File: src/rtl/decode_stage_pkg.sv
// Shared types for the decode stage: scalar widths, ALU/branch/operand-select
// enums, RV64I opcode constants and the decoded control bundle.
// No ports (package).
package decode_stage_pkg;

    typedef logic [31:0] u32;
    typedef logic [63:0] u64;

    typedef enum logic [3:0] {ADD, SUB, SLL, SLT, SLTU, XOR, SRL, SRA, OR, AND} ALU_CTR;
    typedef enum logic [2:0] {NOBR, BEQ, BNE, BLT, BGE, BLTU, BGEU} BRA;
    typedef enum logic [1:0] {A_RS1, A_PC, A_ZERO} OPA_SEL;
    typedef enum logic [1:0] {B_RS2, B_IMM, B_FOUR} OPB_SEL;

    localparam logic [6:0] OPC_LOAD   = 7'h03;
    localparam logic [6:0] OPC_OP_IMM = 7'h13;
    localparam logic [6:0] OPC_AUIPC  = 7'h17;
    localparam logic [6:0] OPC_STORE  = 7'h23;
    localparam logic [6:0] OPC_OP     = 7'h33;
    localparam logic [6:0] OPC_LUI    = 7'h37;
    localparam logic [6:0] OPC_BRANCH = 7'h63;
    localparam logic [6:0] OPC_JALR   = 7'h67;
    localparam logic [6:0] OPC_JAL    = 7'h6F;

    typedef struct packed {
        u64         pc;
        ALU_CTR     alu_ctrl;
        BRA         take_branch;
        OPA_SEL     op_a_sel;
        OPB_SEL     op_b_sel;
        u64         imm;
        logic [4:0] rs1;
        logic [4:0] rs2;
        logic [4:0] rd;
        logic       reg_write;
        logic       mem_read;
        logic       mem_write;
        logic [2:0] mem_size;
        logic       jump;
        logic       illegal;
    } decode_bundle_t;

    localparam decode_bundle_t BUNDLE_RESET = '{
        pc: '0, alu_ctrl: ADD, take_branch: NOBR, op_a_sel: A_RS1, op_b_sel: B_RS2,
        imm: '0, rs1: '0, rs2: '0, rd: '0, reg_write: 1'b0, mem_read: 1'b0,
        mem_write: 1'b0, mem_size: '0, jump: 1'b0, illegal: 1'b0};

    // alt is instr[30]; it only selects SUB for register-register ops,
    // since for OP-IMM that bit belongs to the immediate.
    function automatic ALU_CTR alu_from_f3(input logic [2:0] f3, input logic alt,
                                           input logic is_op);
        ALU_CTR r;
        case (f3)
            3'b000:  r = (is_op && alt) ? SUB : ADD;
            3'b001:  r = SLL;
            3'b010:  r = SLT;
            3'b011:  r = SLTU;
            3'b100:  r = XOR;
            3'b101:  r = alt ? SRA : SRL;
            3'b110:  r = OR;
            default: r = AND;
        endcase
        return r;
    endfunction

endpackage

File: src/rtl/decode_stage_if.sv
// Fetch-side and execute-side handshake plus decoded bundle fields.
// slave : the decode stage (consumes in_*, out_ready; drives in_ready, out_*).
// master: the surrounding pipeline / testbench.
interface decode_stage_if import decode_stage_pkg::*; ();

    logic       in_valid;
    logic       in_ready;
    u64         in_pc;
    u32         in_instr;
    logic       out_valid;
    logic       out_ready;
    u64         out_pc;
    ALU_CTR     out_alu_ctrl;
    BRA         out_take_branch;
    OPA_SEL     out_op_a_sel;
    OPB_SEL     out_op_b_sel;
    u64         out_imm;
    logic [4:0] out_rs1;
    logic [4:0] out_rs2;
    logic [4:0] out_rd;
    logic       out_reg_write;
    logic       out_mem_read;
    logic       out_mem_write;
    logic [2:0] out_mem_size;
    logic       out_jump;
    logic       out_illegal;

    modport slave (
        input  in_valid, in_pc, in_instr, out_ready,
        output in_ready, out_valid, out_pc, out_alu_ctrl, out_take_branch,
               out_op_a_sel, out_op_b_sel, out_imm, out_rs1, out_rs2, out_rd,
               out_reg_write, out_mem_read, out_mem_write, out_mem_size,
               out_jump, out_illegal
    );

    modport master (
        output in_valid, in_pc, in_instr, out_ready,
        input  in_ready, out_valid, out_pc, out_alu_ctrl, out_take_branch,
               out_op_a_sel, out_op_b_sel, out_imm, out_rs1, out_rs2, out_rd,
               out_reg_write, out_mem_read, out_mem_write, out_mem_size,
               out_jump, out_illegal
    );

endinterface

File: src/rtl/instr_decoder.sv
// Combinational RV64I decoder: (pc, instr) -> decode_bundle_t.
// Ports: pc (64, in), instr (32, in), bundle (decode_bundle_t, out).
module instr_decoder import decode_stage_pkg::*; (
    input  u64             pc,
    input  u32             instr,
    output decode_bundle_t bundle
);

    logic [6:0] opcode;
    logic [2:0] f3;
    logic [6:0] f7;
    u64         imm_i, imm_s, imm_b, imm_u, imm_j;
    logic       writes_rd;
    logic       ill;

    assign opcode = instr[6:0];
    assign f3     = instr[14:12];
    assign f7     = instr[31:25];
    assign imm_i  = {{52{instr[31]}}, instr[31:20]};
    assign imm_s  = {{52{instr[31]}}, instr[31:25], instr[11:7]};
    assign imm_b  = {{51{instr[31]}}, instr[31], instr[7], instr[30:25], instr[11:8], 1'b0};
    assign imm_u  = {{32{instr[31]}}, instr[31:12], 12'b0};
    assign imm_j  = {{43{instr[31]}}, instr[31], instr[19:12], instr[20], instr[30:21], 1'b0};

    always_comb begin
        bundle    = BUNDLE_RESET;
        bundle.pc = pc;
        writes_rd = 1'b0;
        ill       = 1'b0;
        case (opcode)
            OPC_OP: begin
                bundle.alu_ctrl = alu_from_f3(f3, instr[30], 1'b1);
                bundle.rs1 = instr[19:15];
                bundle.rs2 = instr[24:20];
                bundle.rd  = instr[11:7];
                writes_rd  = 1'b1;
                ill = !((f7 == 7'b0000000) ||
                        (f7 == 7'b0100000 && (f3 == 3'b000 || f3 == 3'b101)));
            end
            OPC_OP_IMM: begin
                bundle.alu_ctrl = alu_from_f3(f3, instr[30], 1'b0);
                bundle.op_b_sel = B_IMM;
                bundle.imm = imm_i;
                bundle.rs1 = instr[19:15];
                bundle.rd  = instr[11:7];
                writes_rd  = 1'b1;
                // RV64 shifts take a 6-bit shamt, so only instr[31:26] is funct6
                if (f3 == 3'b001)
                    ill = (instr[31:26] != 6'b000000);
                else if (f3 == 3'b101)
                    ill = (instr[31:26] != 6'b000000) && (instr[31:26] != 6'b010000);
            end
            OPC_BRANCH: begin
                bundle.alu_ctrl = SUB;
                bundle.imm = imm_b;
                bundle.rs1 = instr[19:15];
                bundle.rs2 = instr[24:20];
                case (f3)
                    3'b000:  bundle.take_branch = BEQ;
                    3'b001:  bundle.take_branch = BNE;
                    3'b100:  bundle.take_branch = BLT;
                    3'b101:  bundle.take_branch = BGE;
                    3'b110:  bundle.take_branch = BLTU;
                    3'b111:  bundle.take_branch = BGEU;
                    default: ill = 1'b1;
                endcase
            end
            OPC_LOAD: begin
                bundle.op_b_sel  = B_IMM;
                bundle.imm       = imm_i;
                bundle.rs1       = instr[19:15];
                bundle.rd        = instr[11:7];
                bundle.mem_read  = 1'b1;
                bundle.mem_size  = f3;
                writes_rd        = 1'b1;
                ill              = (f3 == 3'b111);
            end
            OPC_STORE: begin
                bundle.op_b_sel  = B_IMM;
                bundle.imm       = imm_s;
                bundle.rs1       = instr[19:15];
                bundle.rs2       = instr[24:20];
                bundle.mem_write = 1'b1;
                bundle.mem_size  = f3;
                ill              = f3[2];
            end
            OPC_LUI: begin
                bundle.op_a_sel = A_ZERO;
                bundle.op_b_sel = B_IMM;
                bundle.imm      = imm_u;
                bundle.rd       = instr[11:7];
                writes_rd       = 1'b1;
            end
            OPC_AUIPC: begin
                bundle.op_a_sel = A_PC;
                bundle.op_b_sel = B_IMM;
                bundle.imm      = imm_u;
                bundle.rd       = instr[11:7];
                writes_rd       = 1'b1;
            end
            // Jumps compute the link value pc+4 in the ALU; imm carries the target offset.
            OPC_JAL: begin
                bundle.op_a_sel = A_PC;
                bundle.op_b_sel = B_FOUR;
                bundle.imm      = imm_j;
                bundle.rd       = instr[11:7];
                bundle.jump     = 1'b1;
                writes_rd       = 1'b1;
            end
            OPC_JALR: begin
                bundle.op_a_sel = A_PC;
                bundle.op_b_sel = B_FOUR;
                bundle.imm      = imm_i;
                bundle.rs1      = instr[19:15];
                bundle.rd       = instr[11:7];
                bundle.jump     = 1'b1;
                writes_rd       = 1'b1;
                ill             = (f3 != 3'b000);
            end
            default: ill = 1'b1;
        endcase

        bundle.reg_write = writes_rd && !ill && (bundle.rd != 5'd0);
        // Illegal entries still flow downstream, but must not cause side effects.
        if (ill) begin
            bundle.mem_read    = 1'b0;
            bundle.mem_write   = 1'b0;
            bundle.mem_size    = 3'b000;
            bundle.jump        = 1'b0;
            bundle.take_branch = NOBR;
        end
        bundle.illegal = ill;
    end

endmodule

File: src/rtl/decode_stage.sv
// Registered decode stage: valid/ready input, one-entry output register
// holding the decoded bundle, with flush and backpressure.
// Ports: clk, reset (sync, active-high), flush, bus (decode_stage_if.slave).
module decode_stage import decode_stage_pkg::*; (
    input  logic           clk,
    input  logic           reset,
    input  logic           flush,
    decode_stage_if.slave  bus
);

    decode_bundle_t dec;
    decode_bundle_t q;
    logic           valid_q;
    logic           xfer;

    instr_decoder u_dec (
        .pc     (bus.in_pc),
        .instr  (bus.in_instr),
        .bundle (dec)
    );

    assign bus.in_ready = !valid_q || bus.out_ready;
    assign xfer         = bus.in_valid && bus.in_ready;

    always_ff @(posedge clk) begin
        if (reset) begin
            valid_q <= 1'b0;
            q       <= BUNDLE_RESET;
        end else begin
            // An instruction arriving with flush is dropped; keep the old data.
            if (xfer && !flush)
                q <= dec;
            if (flush)
                valid_q <= 1'b0;
            else if (xfer)
                valid_q <= 1'b1;
            else if (bus.out_ready)
                valid_q <= 1'b0;
        end
    end

    assign bus.out_valid       = valid_q;
    assign bus.out_pc          = q.pc;
    assign bus.out_alu_ctrl    = q.alu_ctrl;
    assign bus.out_take_branch = q.take_branch;
    assign bus.out_op_a_sel    = q.op_a_sel;
    assign bus.out_op_b_sel    = q.op_b_sel;
    assign bus.out_imm         = q.imm;
    assign bus.out_rs1         = q.rs1;
    assign bus.out_rs2         = q.rs2;
    assign bus.out_rd          = q.rd;
    assign bus.out_reg_write   = q.reg_write;
    assign bus.out_mem_read    = q.mem_read;
    assign bus.out_mem_write   = q.mem_write;
    assign bus.out_mem_size    = q.mem_size;
    assign bus.out_jump        = q.jump;
    assign bus.out_illegal     = q.illegal;

endmodule

File: src/flat_wrapper.sv
// flat-port wrapper written by rule: the top's interface ports become plain ports
module decode_stage_flat import decode_stage_pkg::*;
  (clk, reset, flush, bus_in_valid, bus_in_pc, bus_in_instr, bus_out_ready, bus_in_ready, bus_out_valid, bus_out_pc, bus_out_alu_ctrl, bus_out_take_branch, bus_out_op_a_sel, bus_out_op_b_sel, bus_out_imm, bus_out_rs1, bus_out_rs2, bus_out_rd, bus_out_reg_write, bus_out_mem_read, bus_out_mem_write, bus_out_mem_size, bus_out_jump, bus_out_illegal);
  decode_stage_if bus_i ();
  input  logic clk;
  input  logic reset;
  input  logic flush;
  input wire logic [$bits(bus_i.in_valid)-1:0] bus_in_valid;
  input wire logic [$bits(bus_i.in_pc)-1:0] bus_in_pc;
  input wire logic [$bits(bus_i.in_instr)-1:0] bus_in_instr;
  input wire logic [$bits(bus_i.out_ready)-1:0] bus_out_ready;
  output wire logic [$bits(bus_i.in_ready)-1:0] bus_in_ready;
  output wire logic [$bits(bus_i.out_valid)-1:0] bus_out_valid;
  output wire logic [$bits(bus_i.out_pc)-1:0] bus_out_pc;
  output wire logic [$bits(bus_i.out_alu_ctrl)-1:0] bus_out_alu_ctrl;
  output wire logic [$bits(bus_i.out_take_branch)-1:0] bus_out_take_branch;
  output wire logic [$bits(bus_i.out_op_a_sel)-1:0] bus_out_op_a_sel;
  output wire logic [$bits(bus_i.out_op_b_sel)-1:0] bus_out_op_b_sel;
  output wire logic [$bits(bus_i.out_imm)-1:0] bus_out_imm;
  output wire logic [$bits(bus_i.out_rs1)-1:0] bus_out_rs1;
  output wire logic [$bits(bus_i.out_rs2)-1:0] bus_out_rs2;
  output wire logic [$bits(bus_i.out_rd)-1:0] bus_out_rd;
  output wire logic [$bits(bus_i.out_reg_write)-1:0] bus_out_reg_write;
  output wire logic [$bits(bus_i.out_mem_read)-1:0] bus_out_mem_read;
  output wire logic [$bits(bus_i.out_mem_write)-1:0] bus_out_mem_write;
  output wire logic [$bits(bus_i.out_mem_size)-1:0] bus_out_mem_size;
  output wire logic [$bits(bus_i.out_jump)-1:0] bus_out_jump;
  output wire logic [$bits(bus_i.out_illegal)-1:0] bus_out_illegal;
  assign bus_i.in_valid = bus_in_valid;
  assign bus_i.in_pc = bus_in_pc;
  assign bus_i.in_instr = bus_in_instr;
  assign bus_i.out_ready = bus_out_ready;
  assign bus_in_ready = bus_i.in_ready;
  assign bus_out_valid = bus_i.out_valid;
  assign bus_out_pc = bus_i.out_pc;
  assign bus_out_alu_ctrl = bus_i.out_alu_ctrl;
  assign bus_out_take_branch = bus_i.out_take_branch;
  assign bus_out_op_a_sel = bus_i.out_op_a_sel;
  assign bus_out_op_b_sel = bus_i.out_op_b_sel;
  assign bus_out_imm = bus_i.out_imm;
  assign bus_out_rs1 = bus_i.out_rs1;
  assign bus_out_rs2 = bus_i.out_rs2;
  assign bus_out_rd = bus_i.out_rd;
  assign bus_out_reg_write = bus_i.out_reg_write;
  assign bus_out_mem_read = bus_i.out_mem_read;
  assign bus_out_mem_write = bus_i.out_mem_write;
  assign bus_out_mem_size = bus_i.out_mem_size;
  assign bus_out_jump = bus_i.out_jump;
  assign bus_out_illegal = bus_i.out_illegal;
  decode_stage u_core (.clk(clk), .reset(reset), .flush(flush), .bus(bus_i));
endmodule
File: config.mk
export PLATFORM = sky130hd
export DESIGN_NAME = decode_stage_flat
export DESIGN_NICKNAME = d
export VERILOG_FILES = /design/src/rtl/decode_stage_pkg.sv /design/src/rtl/decode_stage_if.sv /design/src/rtl/instr_decoder.sv /design/src/rtl/decode_stage.sv /design/src/flat_wrapper.sv
export SDC_FILE = /design/constraint.sdc
export NUM_CORES = 1
export LEC_CHECK = 0
export CAP_MARGIN = 20
export CELL_PAD_IN_SITES_DETAIL_PLACEMENT = 2
export CELL_PAD_IN_SITES_GLOBAL_PLACEMENT = 2
export CORE_UTILIZATION = 24
export DETAILED_ROUTE_END_ITERATION = 10
export GPL_ROUTABILITY_DRIVEN = 0
export PLACE_DENSITY_LB_ADDON = 0.1
export SYNTH_ARGS = -nofsm -noshare
export SYNTH_HDL_FRONTEND = slang
export SYNTH_SLANG_ARGS = --single-unit
File: constraint.sdc
create_clock -name clk -period 3.7 [get_ports clk]
set_clock_uncertainty 0.05 [all_clocks]
set_input_delay 0.74 -clock clk [delete_from_list [all_inputs] [get_ports clk]]
set_output_delay 0.74 -clock clk [all_outputs]
set_load 0.02 [all_outputs]
# --- After elaboration in Yosys (flattened, before gate mapping) ---
# Index checks and enable logic that the tools add are counted.
totals:
  elab_cells: 91
  ff_bits: 163
  out_inout_bits: 164
  input_bits: 101
op_classes:
  mux: 26
  n_reduce_logical: 31
  n_eq_ne: 18
op_table:
  columns: ["cell", "count"]
  rows:
  - ["64-bit case mux with 5 select lines", 1]
  - ["4-bit case mux with 7 select lines", 2]
  - ["7-bit by 6-bit equality test with 1-bit output (second input constant)", 4]
  - ["7-bit equality test (second input constant)", 3]
  - ["3-bit case mux with 6 select lines", 1]
  - ["5-bit two-way mux", 3]
  - ["7-bit by 5-bit equality test with 1-bit output (second input constant)", 2]
  - ["3-bit equality test (second input constant)", 4]
  - ["4-bit case mux with 3 select lines", 1]
  - ["3-bit OR reduction", 4]
  - ["6-bit OR reduction", 2]
  - ["1-bit two-way mux", 11]
  - ["3-bit two-way mux", 3]
  - ["2-bit case mux with 2 select lines", 2]
  - ["2-bit OR reduction", 4]
  - ["7-bit by 2-bit equality test with 1-bit output (second input constant)", 1]
  - ["7-bit logical NOT", 1]
  - ["1-bit case mux with 7 select lines", 1]
  - ["7-bit OR reduction", 1]
  - ["3-bit by 2-bit equality test with 1-bit output (second input constant)", 2]
  - ["1-bit logical AND", 6]
  - ["6-bit two-way mux", 1]
  - ["6-bit by 5-bit inequality test with 1-bit output (second input constant)", 1]
  - ["6-bit nonzero test", 1]
  - ["8 further kinds", 13]

# --- Logic depth before layout (Yosys ltp) ---
logic_depth:
  depth_word: 9
  mapped_depth: 7
  ltp_nobuf: 6

# --- Modules after synthesis ---
# A second synthesis with hierarchy kept.
unflattened:
  hier_cells: 966
  area_unflattened_um2: 9027.4
modules_own_cells:
  columns: ["module", "area_each_um2", "seq_area_each_um2", "cells_per_inst", "n_inst"]
  rows:
  - ["decode_stage", 7288.2, 3263.1, 708, 1]
  - ["instr_decoder", 1739.2, 0.0, 258, 1]

# --- Worst setup path after synthesis ---
# No wires, ideal clock.
synth_timing:
  path_type: "input to register"
  from: "input bus_in_instr[5]"
  to: "register u_core.q (netlist bit u_core.bus.out_imm[22])"
  required_time_ps: 3573
  path_buffers: 2
  arrival_ps: 1959
  setup_slack_ps: 1615
  setup_ps: 77
  cell_stages: 7
  path_cell_list: "buf_2 > and2b_1 > o21ai_1 > a211oi_2 > nand2_2 > buf_6 > a31oi_2"
synth_via:
  elab_chain_len: 3
  elab_cells_between_ends: 11
  cone_classes: "eq/ne (8); mux (1); reduce/logical (2)"
synth_rtl:
  columns: ["item", "line_no", "source"]
  rows:
  - ["start, declared", "flat_wrapper.sv:10", "input wire logic [$bits(bus_i.in_instr)-1:0] bus_in_instr;"]
  - ["7-bit equality test (tied with other cells)", "instr_decoder.sv:30", "case (opcode)"]
  - ["3-bit OR reduction (no source line) or 2-bit OR reduction (tied branches)", null, null]
  - ["64-bit case mux with 5 select lines *", "instr_decoder.sv:30", null]
  - ["end signal, assigned", "decode_stage.sv:28", "q <= BUNDLE_RESET;"]
  - ["end signal, assigned", "decode_stage.sv:32", "q <= dec;"]
  - ["end, declared", "decode_stage.sv:12", "decode_bundle_t q;"]
# Mark *: on every way between the ends. The rest lies on a longest branch, timed or not.
# A chain may end at the register's enable or synchronous reset.

# --- Worst setup path after layout ---
layout_timing:
  from: "input bus_in_instr[2]"
  to: "register u_core.q (netlist bit u_core.bus.out_imm[11])"
# Same word-level chain as after synthesis.

==> metrics <==
min-delay src u_core.bus.out_pc[51]; HPWL after DPL 16.0 mm; Yosys cell types 56; final hold vios 0; Cells after DPL 1,120; multiplexer share of the synthesized area 0; Yosys warning total 0; 1st-iter DRT viols 289; Worst-Skew Late Latency 420 ps; Async SR Flop Fraction 0; xor/xnor cell area share of the yosys netlist 0; Starting Density 0.246; Vias 5,495; core region area 22,000 um2; Critical Path RT 3970 ps; non-filler cells, final 1,152; Core Util, Final 0.394; Min-Delay Path Class flop to flop; Synth Cell Area 5410 um2; Synth area leaders dfxtp_1 (49%), nand2_1 (11%), a21oi_1 (8.2%), buf_4 (4.4%), a22oi_1 (3.1%); largest net degree at the start of global routing 94; Synth Area in Adders 0; Leak 2.94 nW; nets 961; Final WS setup 762 ps; Hold Slack 406 ps; total gr overflow 0; Net Count, Synth 746; postcts setup bufs 0; Antenna Diode Count 0; Root Driver clkbuf_16; I/O Buffers 264; Final ANT Viol Nets 0; type of origin of the critical path primary input; drt first pass iters 7; fin crit share 0.794; Post-synth top flop dfxtp_1; compound-cell area share of the yosys netlist 0.224; worst endpoint data arrival time 3210 ps; Clock Pin Slew Worst Setup and Hold Paths 60 ps; post-synthesis cell count 645; H-tree Lvls 4; worst r2r src u_core.bus.out_valid; Seq/Total Area, Yosys 0.485; commonest non-fill, non-tap cell in the layout clkdlybuf4s50_1; CP startpoint bus_in_instr[2]; Place WS 398 ps; vias in the first global route 6,036; drt via density 4.77; share of cells above drive strength 1 0.0757; Synth Area in Simple Gates 0.204; Critical Path Sink Type flop; maximum VDD drop 0.000297 V; Area growth syn-to-layout 60.1%; RSZ-0062 raised after global routing no; drt drc 30; Max Root-Sink Buffers 2; critical path cell sequence clkdlybuf4s50_1 -> nand4bb_1 -> nor2_1 -> o311ai_4 -> o31ai_1; DRT Wirelength 22.4 mm; Max Fclk 0.340 GHz; post-route setup TNS 0 ps; Ports 265; Slew Viols, Final 0; worst slew pin tran 767 ps; violated checks design-rule violations; final setup vio count 0; die width 152 um; largest family of logic cells by synthesized area compound AO/OA/AOI/OAI gates; Crit Path Max Fanout 11; CTS Buf Count 17; Routed wire per std cell 19.4 um; Final Critical Period 2940 ps; CTS tree yes; row count 54; commonest non-fill, non-tap cells in the layout clkdlybuf4s50_1 (263), nand2_1 (162), dfxtp_1 (131); initial antenna violation count 0; Max-slew headroom 0.489; max incr delay on CP 640 ps; maxcap violations 0; die area 23,100 um2; chip height 152 um; number of synthesized flops with an enable pin 0; total track usage 0.195; post_cts resized 0; CTS Hold Bufs 0; PD cells 411 nW/um2; largest area contributor in the netlist dfxtp_1; clock net sink count 131; critical path class primary input to flop; status complete, but fails checks; Synth Area per Inst 8.38 um2; #FFs+latches synth 131; Synth top area share 0.485; first-pass GRT wire length 35.1 mm; slowest stage cell, crit path nor2_1
[sequential cells by signal (all words and copies together), names as in the netlist, 2 cells and up]
| name | cells |
|---|---|
| u_core.bus.out_rs1 | 5 |
| u_core.bus.out_rs2 | 5 |
| u_core.bus.out_op_b_sel | 2 |
| u_core.bus.out_imm | 32 |
| u_core.bus.out_take_branch | 3 |
| u_core.bus.out_rd | 5 |
| u_core.bus.out_op_a_sel | 2 |
| u_core.bus.out_alu_ctrl | 4 |
| u_core.bus.out_mem_size | 3 |
| u_core.bus.out_pc | 64 |
[synthesized netlist by cell type (all sizes together), types with 2 or more instances]
cell type,count
a211oi,4
and2,2
a21oi,89
nor4,4
nand3,15
nand3b,3
a22oi,22
dfxtp,131
a221oi,4
a31oi,13
nor2,41
o21ai,17
inv,6
nand4,2
clkbuf,26
nand2b,5
o211ai,2
nor3,9
nand2,163
a32o,9
o32a,2
o31ai,2
buf,53
[worst paths after layout]
path	end	slack, ps	depth (start not counted)
worst max register to register	u_core.bus.out_reg_write	1490	6
worst max-delay path	u_core.bus.out_imm[11]	760	5
worst min register to register	u_core.bus.out_pc[51]	410	2
worst min-delay path	u_core.bus.out_pc[51]	410	2
[area by class of cell]
cell class                      instances  area [um2]
Fill cell                            2419       13300
Tap cell                              280         350
Timing Repair Buffer                  275        2770
Clock inverter                         12         106
Sequential cell                       131        2620
Clock buffer                           19         453
Multi-Input combinational cell        429        2330
Inverter                                6        22.5
[routing by layer]
metal | vias to the layer above | routed length, um | track usage
li1 | 2618 | - | -
met1 | 2708 | 9430 | 0.232
met2 | 148 | 11500 | 0.349
met3 | 21 | 1100 | 0.0416
met4 | 0 | 300 | 0.0593
met5 | - | 0 | 0
[power by group]
group	leakage (nW)	internal, mW	switching (mW)
clock	0.267	0.955	0.666
combinational	1.61	0.213	0.250
sequential	1.06	1.45	0.0207
[logic make-up after synthesis]
family                 Yosys count
buffers and inverters           85
DFF                            131
and+or+nand+nor                253
AOI/OAI and AO/OA              176
[worst max-delay path: cells and delay by family]
family | cells | cell delay, ps
AO/OA/AOI/OAI | 2 | 580
buffers and inverters | 1 | 630
AND/OR/NAND/NOR | 2 | 1260
[per-stage QoR]
stage / total power [mW] / instance area (um2)
after floorplan: 1.70 / 5410
after global routing: 3.70 / 8650
after global placement: 1.95 / 8060
after CTS: 3.61 / 8630
after detailed placement: 1.97 / 8070
final: 3.56 / 8650
(Power assumes the default switching activity.)
